**src/rtl/uart_pkg.sv**
```systemverilog
// Shared UART definitions: transmitter state encoding and serial line levels.
// Used by both the buffered transmitter and the receiver.
package uart_pkg;

  typedef enum logic [1:0] {
    IDLE  = 2'd0,
    START = 2'd1,
    DATA  = 2'd2,
    STOP  = 2'd3
  } tx_state_t;

  localparam logic UART_IDLE  = 1'b1;
  localparam logic UART_START = 1'b0;

  // Width of a counter that must reach n-1; never narrower than one bit.
  function automatic int cnt_width(input int n);
    return (n > 1) ? $clog2(n) : 1;
  endfunction

endpackage

```
**src/rtl/uart_tx_buffered_fifo.sv**
```systemverilog
// Transmit buffer: circular FIFO with a registered occupancy count.
// Full/empty come from the count alone, so a push into an empty FIFO is never visible to pop on the same edge.
module tx_fifo #(
  parameter int DATA_WIDTH = 8,
  parameter int DEPTH      = 4
) (
  input  logic                  clk,
  input  logic                  rst,
  input  logic                  push,
  input  logic                  pop,
  input  logic [DATA_WIDTH-1:0] din,
  output logic [DATA_WIDTH-1:0] dout,
  output logic                  full,
  output logic                  empty
);

  localparam int PTR_W   = $clog2(DEPTH);
  localparam int COUNT_W = PTR_W + 1;

  logic [DATA_WIDTH-1:0] mem [DEPTH];
  logic [PTR_W-1:0]      wr_ptr;
  logic [PTR_W-1:0]      rd_ptr;
  logic [COUNT_W-1:0]    count;
  logic                  wr_ok;
  logic                  rd_ok;

  // A full FIFO refuses the write even when a pop frees a slot on the same edge.
  assign wr_ok = push && !full;
  assign rd_ok = pop && !empty;

  assign full  = (count == COUNT_W'(DEPTH));
  assign empty = (count == '0);
  assign dout  = mem[rd_ptr];

  always_ff @(posedge clk or posedge rst) begin
    if (rst) begin
      wr_ptr <= '0;
      rd_ptr <= '0;
      count  <= '0;
    end else begin
      if (wr_ok) begin
        wr_ptr <= wr_ptr + PTR_W'(1);
      end
      if (rd_ok) begin
        rd_ptr <= rd_ptr + PTR_W'(1);
      end
      case ({wr_ok, rd_ok})
        2'b10:   count <= count + COUNT_W'(1);
        2'b01:   count <= count - COUNT_W'(1);
        default: count <= count;
      endcase
    end
  end

  always_ff @(posedge clk) begin
    if (wr_ok) begin
      mem[wr_ptr] <= din;
    end
  end

endmodule

```
**src/rtl/uart_tx_buffered.sv**
```systemverilog
// Buffered UART transmitter: FIFO-fed 8N1-style serializer paced by a baud enable pulse.
// Frames chain with no idle period whenever data is queued and the peer allows it.
module uart_tx_buffered
  import uart_pkg::*;
#(
  parameter int DATA_BITS  = 8,
  parameter int FIFO_DEPTH = 4
) (
  input  logic                 clk,
  input  logic                 rst,
  input  logic                 baud_clk,
  input  logic [DATA_BITS-1:0] data_in,
  input  logic                 tx_start,
  input  logic                 cts,
  output logic                 tx,
  output logic                 tx_ready,
  output logic                 tx_buffer_empty,
  output logic                 tx_busy
);

  localparam int                CNT_W    = cnt_width(DATA_BITS);
  localparam logic [CNT_W-1:0] LAST_BIT = CNT_W'(DATA_BITS - 1);

  tx_state_t            state;
  logic [DATA_BITS-1:0] shift_reg;
  logic [CNT_W-1:0]     bit_cnt;
  logic [DATA_BITS-1:0] fifo_dout;
  logic                 fifo_full;
  logic                 fifo_empty;
  logic                 frame_go;
  logic                 fifo_pop;

  tx_fifo #(
    .DATA_WIDTH (DATA_BITS),
    .DEPTH      (FIFO_DEPTH)
  ) u_fifo (
    .clk   (clk),
    .rst   (rst),
    .push  (tx_start),
    .pop   (fifo_pop),
    .din   (data_in),
    .dout  (fifo_dout),
    .full  (fifo_full),
    .empty (fifo_empty)
  );

  // cts only matters at a frame boundary (IDLE or end of STOP).
  assign frame_go = cts && !fifo_empty;
  assign fifo_pop = baud_clk && frame_go && ((state == IDLE) || (state == STOP));

  assign tx_ready        = !fifo_full;
  assign tx_buffer_empty = fifo_empty;
  assign tx_busy         = (state != IDLE);

  always_ff @(posedge clk or posedge rst) begin
    if (rst) begin
      state     <= IDLE;
      tx        <= UART_IDLE;
      shift_reg <= '0;
      bit_cnt   <= '0;
    end else if (baud_clk) begin
      case (state)
        IDLE: begin
          if (frame_go) begin
            shift_reg <= fifo_dout;
            tx        <= UART_START;
            state     <= START;
          end else begin
            tx <= UART_IDLE;
          end
        end
        START: begin
          tx        <= shift_reg[0];
          shift_reg <= shift_reg >> 1;
          bit_cnt   <= '0;
          state     <= DATA;
        end
        DATA: begin
          if (bit_cnt == LAST_BIT) begin
            tx    <= UART_IDLE;
            state <= STOP;
          end else begin
            tx        <= shift_reg[0];
            shift_reg <= shift_reg >> 1;
            bit_cnt   <= bit_cnt + CNT_W'(1);
          end
        end
        STOP: begin
          if (frame_go) begin
            shift_reg <= fifo_dout;
            tx        <= UART_START;
            state     <= START;
          end else begin
            tx    <= UART_IDLE;
            state <= IDLE;
          end
        end
        default: begin
          tx    <= UART_IDLE;
          state <= IDLE;
        end
      endcase
    end
  end

endmodule

```
**config.mk**
```make
export PLATFORM = sky130hd
export DESIGN_NAME = uart_tx_buffered
export DESIGN_NICKNAME = d
export VERILOG_FILES = /design/src/rtl/uart_pkg.sv /design/src/rtl/uart_tx_buffered_fifo.sv /design/src/rtl/uart_tx_buffered.sv
export SDC_FILE = /design/constraint.sdc
export NUM_CORES = 1
export LEC_CHECK = 0
export ABC_AREA = 1
export CORE_MARGIN = 3
export CORE_UTILIZATION = 30
export CTS_BUF_LIST = sky130_fd_sc_hd__clkbuf_4
export DETAILED_ROUTE_END_ITERATION = 12
export GPL_TIMING_DRIVEN = 1
export SYNTH_ARGS = -nofsm -noshare
export SYNTH_HDL_FRONTEND = slang
export SYNTH_SLANG_ARGS = --single-unit
```
**constraint.sdc**
```tcl
create_clock -name clk -period 2.36 [get_ports clk]
set_clock_uncertainty 0.1 [all_clocks]
set_input_delay 0.472 -clock clk [delete_from_list [all_inputs] [get_ports clk]]
set_output_delay 0.472 -clock clk [all_outputs]
set_load 0.1 [all_outputs]
```
==> results of run 1 <==
[cell type report]
cell class                 instances  share of cell area
inverter                          26              0.0365
multi-input combinational        159               0.295
sequential                        53               0.505
timing repair buffer              32               0.100
tap                              102              0.0433
clock inverter                     3             0.00722
clock buffer                       5              0.0127
[layer usage]
layer,share of wire,global-route usage,vias to the layer above
li1,-,-,858
met1,0.49,0.136,811
met2,0.45,0.157,38
met3,0.044,0.0330,7
met4,0.018,0.0405,0
met5,0,0,-
[power by group through the flow]
stage	Combinational [mW]	Sequential (mW)	Clock [mW]
final	1.88	1.45	0.414
after global routing	2.13	1.48	0.470
after CTS	1.90	1.45	0.433
after detailed placement	1.89	1.47	0
after global placement	1.86	1.46	0
after floorplan	1.35	1.47	0
[layout by cell type (no fill, tap or decap)]
cell / instances
a21oi_1: 6
buf_12: 2
buf_4: 18
clkbuf_4: 5
clkdlybuf4s50_1: 12
clkinv_1: 1
clkinv_4: 1
dfrtp_1: 20
dfstp_2: 1
edfxtp_1: 32
fa_1: 1
ha_1: 13
inv_1: 19
inv_2: 5
inv_6: 3
nand2_1: 71
nand2_2: 10
nand2_4: 1
nand2_8: 1
nand3_1: 27
nand4_1: 1
nor2_1: 10
nor2_2: 1
o21a_1: 1
o21ai_0: 8
o21ai_1: 2
o21ai_2: 2
xnor2_1: 1
xor2_1: 3
[stage by stage]
stage                     setup slack, ns  cells  utilization  total power [mW]  area, um2
after floorplan                    0.0263    243            -              2.83       2510
after global placement            -0.0137    372        0.364              3.32       2890
after detailed placement          -0.0204    372        0.364              3.36       2890
after CTS                           0.120    380        0.372              3.78       2950
after global routing               0.0111    380        0.372              4.08       2950
final                               0.179    380        0.372              3.74       2950
[repair_timing]
item / 4_1_cts / 5_1_grt
setup endpoints to repair: 0 / 1
hold buffers: 0 / 0
gates resized for setup: 0 / 3
[critical path: cells and delay by family, from the launching register on]
family,cells,cell delay (ns)
AO/OA/AOI/OAI,2,0.22
buffers and inverters,4,0.28
AND/OR/NAND/NOR,1,0.10
flip-flops,1,0.39
XOR/XNOR,1,0.14
adder cells (fa/ha/maj),3,0.84
[cells by family after synthesis]
group                      synth area share
AOI/OAI and AO/OA                    0.0419
buffers and inverters                0.0618
xor gates and xnor gates             0.0140
DFF                                   0.593
and+or+nand+nor                       0.216
adders and majority gates            0.0728
[how the worst min path moves through the flow]
stage	start	endpoint	slack (ns)	depth (start not counted)
global route	rst	u_fifo.wr_ptr[0]$_DFFE_PP0P_	0.33	3
finish	rst	u_fifo.wr_ptr[1]$_DFFE_PP0P_	0.31	3
CTS	rst	u_fifo.wr_ptr[0]$_DFFE_PP0P_	0.32	3
floorplan	rst	bit_cnt[0]$_DFFE_PP0P_	0.35	1
detailed placement	shift_reg[4]$_DFFE_PP0P_	shift_reg[4]$_DFFE_PP0P_	0.37	2
global placement	shift_reg[5]$_DFFE_PP0P_	shift_reg[5]$_DFFE_PP0P_	0.36	2
==> reports/metrics.csv, run 1 <==
metric;value;unit
status;completed;
holdWs;0.314;ns
p_sw_frac;0.448;
regArea;1490;um2
viasPerCell;4.51;
synth.most_common_cell;nand2_1;
syn_area_per_cell;10.3;um2
period_share;0.924;
crit_type;register to register;
fill_cells;796;
routedWlPerCell;12.2;um
cts_tree;yes;
endpoint;u_fifo.count[2]$_DFFE_PP0P_;
io_buffers;16;
post_cts_buffers;0;
num_vias;1714;
yosysTopAreaCellShare;0.383;
crit_fanout;4;
place.gp.congestion;0.793;
yosys_warnings;0;
cp.arrival;2.36;ns
grt_pass1_vias;1677;
crit_start;state[0]$_DFFE_PP0P_;
ctsLongestPathBuffers;2;
final_hold_viol_count;0;
power.share.clock;0.111;
maxSlewViolCount;0;
cp-end-kind;register;
dieArea;9500;um2
startpoint_type;register;
syn_to_final_growth;17.4;%
seq_area_frac_synth;0.593;
finalSetupViolations;0;
antenna_found_initial;0;
grt_max_degree;22;
rows;32;
routed_wirelength;4620;um
peakVddDrop;0.433;mV
hp-class;primary input to async pin;
leakagePower;1.30;nW
r2r_cells;11;
initial_utilization;0.316;
yosys-top-cells-count;72 x nand2_1, 32 x edfxtp_1, 27 x nand3_1;
synth_edf_count;32;
hpwl;3200;um
htreeDepth;2;
ys_async_sr_fraction;0.396;
yosysTopAreaCell;edfxtp_1;
slowest_delay;0.39;ns
p_seq_frac;0.387;
first_pass_iters;5;
core_area;7930;um2
power.density;1270;nW/um2
first_iter_violations;77;
fin_setup_tns;0;ns
ctsRootBufferMaster;clkbuf_4;
p_int;2.06;mW
cts_made_buffers;5;
fmax;0.458;GHz
ys.flop_type;edfxtp_1;
crit_required;2.53;ns
slowest_stage;dfrtp_1;
grtUsageTotal;0.103;
p_switching;1.67;mW
io_pins;17;
worst_pin_slew;0.399;ns
drive_gt1_frac;0.180;
antenna_cells;0;
antenna_left;0;
clk_latency;0.37;ns
synthTopCellsByArea;edfxtp_1 38%, dfrtp_1 20%, nand2_1 11%;
layout_min_cycle_time;2.18;ns
die_w;97.4;um
r2r_slack;0.18;ns
finalNetCount;304;
drc;0;
grt_pass1_wl;7890;um
r2r_end;u_fifo.count[2]$_DFFE_PP0P_;
grt_overflow;0;
die_y;97.4;um
reg2reg_from;state[0]$_DFFE_PP0P_;
relSlewSlack;0.734;
cts_sinks;53;
combPwrFrac;0.502;
rsz0062_at_grt;no;
syn_inst;243;
synth_nets;270;
largest_reg_flops;32;
cp_cell_sequence;inv_2, ha_1, inv_2, nand4_1, inv_1, ha_1, inv_1, fa_1, a21oi_1, o21ai_1, xor2_1;
syn-cell-area;2510;um2
synth_cell_type_count;26;
synth_seq_cells;53;
path_clk_slew;0.15;ns
cap_violations;0;
multi_input_area;868;um2
Note: power is estimated with default switching activity, not from simulation.
==> inputs of run 2 (changes only) <==
Settings changed: CORE_ASPECT_RATIO set to 1.2.
==> run 2 against run 1 <==
  * Total power down 0.27%
  * Maximum frequency down 1.1%
  * Sequential power about the same
  * Clock power down 1%
  * Core utilization up 0.10 points
  * Die area about the same
  * Global-route usage up 0.42 points
==> reports/metrics.csv, run 2 (synthesized netlist as in run 1, its figures left out) <==
metric;value;unit;change
first_iter_violations;62;;-19%
p_seq_frac;0.382;;-0.005
io_pins;17;;unchanged
p_sw_frac;0.445;;-0.00251
layout_min_cycle_time;2.21;ns;+0.0236 ns
dp_cells;362;;-2.7%
stdcell_area;2940;um2;-0.30%
largest_reg_flops;32;;unchanged
antenna_left;0;;unchanged
final_cells;370;;-2.6%
leakagePower;1.30;nW;-0.12%
maxSlewViolCount;0;;unchanged
path_clk_slew;0.16;ns;about the same
routed_wirelength;4570;um;-1.2%
fmax;0.454;GHz;-1.1%
cts_sinks;53;;unchanged
final_hold_viol_count;0;;unchanged
final_common_cell;nand2_1;;
grt_max_degree;22;;unchanged
first_pass_iters;4;;-1
post_cts_buffers;0;;unchanged
final_cell_mix;71 x nand2_1, 32 x edfxtp_1, 27 x nand3_1;;
peakVddDrop;0.397;mV;-8.2%
ctsResizeCount;0;;unchanged
routedWlPerCell;12.3;um;+1.5%
relSlewSlack;0.728;;-0.00658
viasPerCell;4.55;;+0.97%
fin_setup_tns;0;ns;unchanged
core_area;7880;um2;-0.57%
cts_hold_buf;0;;unchanged
status;completed;;
crit_required;2.53;ns;about the same
cap_violations;0;;unchanged
startpoint_type;register;;
initial_utilization;0.318;;+0.00181
ctsRootBufferMaster;clkbuf_4;;
power.density;1270;nW/um2;about the same
crit_type;register to register;;
p_switching;1.66;mW;-0.83%
grt_pass1_wl;7850;um;-0.52%
power.share.clock;0.110;;about the same
cts_tree;yes;;
drc;0;;unchanged
die_y;106;um;+9.0%
hpwl;3200;um;about the same
crit_fanout;4;;unchanged
clk_latency;0.37;ns;about the same
antenna_found_initial;0;;unchanged
ctsLongestPathBuffers;2;;unchanged
antenna_cells;0;;unchanged
finalSetupViolations;0;;unchanged
htreeDepth;2;;unchanged
io_buffers;16;;unchanged
grt_overflow;0;;unchanged
drive_gt1_frac;0.187;;+0.00719
die_w;89.5;um;-8.2%
cp.arrival;2.37;ns;about the same
cp-end-kind;register;;
hp-class;primary input to async pin;;
syn_to_final_growth;17.1;%;
dieArea;9500;um2;about the same
total_power;3.73;mW;-0.27%
grtUsageTotal;0.107;;+0.00416
combPwrFrac;0.509;;+0.007
p_int;2.07;mW;+0.18%
cts_made_buffers;5;;unchanged
grt_pass1_vias;1696;;+1.1%
num_vias;1685;;-1.7%
placed_cell_area;2870;um2;-0.43%
period_share;0.934;;+0.00998
worst_pin_slew;0.409;ns;+0.00987 ns
finalNetCount;304;;unchanged
rows;35;;+9.4%
place.gp.congestion;0.735;;-7.3%
-- run 2: cell count changes in the layout (fill, tap and decap cells not counted), sizes merged --
cell and delta:
clkinvlp +1, clkinv -1
-- run 2: area by class of cell --
class	count	area [um2]
Multi-Input combinational cell	159	872
Timing Repair Buffer	32	295
Clock inverter	3	21.3
Clock buffer	5	37.5
Tap cell	92	115
Inverter	26	108
Fill cell	795	4950
Sequential cell	53	1490
-- run 2: path summary, 6_finish.rpt --
check                                         start                     endpoint  slack, ns  cells past startpoint
max                            state[0]$_DFFE_PP0P_  u_fifo.count[2]$_DFFE_PP0P_       0.15                     11
min                                             rst     shift_reg[6]$_DFFE_PP0P_       0.31                      3
max reg2reg                    state[0]$_DFFE_PP0P_  u_fifo.count[2]$_DFFE_PP0P_       0.15                     11
min reg2reg                shift_reg[5]$_DFFE_PP0P_     shift_reg[5]$_DFFE_PP0P_       0.40                      2
max in group asynchronous                       rst               tx$_DFFE_PP1P_       1.57                      3
min in group clk           shift_reg[5]$_DFFE_PP0P_     shift_reg[5]$_DFFE_PP0P_       0.40                      2
-- run 2: power groups by stage --
stage	logic (mW)	clock network, mW	registers, mW
4_1_cts	1.91	0.428	1.43
2_1_floorplan	1.35	0	1.47
6_report	1.90	0.408	1.42
5_1_grt	2.13	0.467	1.45
3_5_place_dp	1.91	0	1.45
3_3_place_gp	1.87	0	1.44
-- run 2: through the flow --
| stage | setup slack [ns] | utilization | hold WS, ns |
|---|---|---|---|
| floorplan | 0.0263 | - | 0.348 |
| global placement | -0.0153 | 0.365 | 0.362 |
| detailed placement | -0.0463 | 0.365 | 0.366 |
| CTS | 0.0931 | 0.372 | 0.308 |
| global route | -0.00665 | 0.373 | 0.324 |
| finish | 0.155 | 0.373 | 0.312 |
-- run 2: layer usage --
| layer | vias to the layer above | GRT usage | part of all wire |
|---|---|---|---|
| met1 | 795 | 0.136 | 0.47 |
| met4 | 0 | 0.0340 | 0.014 |
| met2 | 24 | 0.179 | 0.49 |
| met5 | - | 0 | 0 |
| met3 | 6 | 0.0233 | 0.030 |
| li1 | 860 | - | - |
-- run 2: worst max-delay path, cell delays in order (launching register included) --
cell     delay (ns)
dfrtp_1        0.38
inv_2          0.06
ha_1           0.31
inv_2          0.07
nand4_1        0.12
inv_1          0.10
ha_1           0.14
inv_1          0.06
fa_1           0.40
a21oi_2        0.15
o21ai_1        0.08
xor2_1         0.14
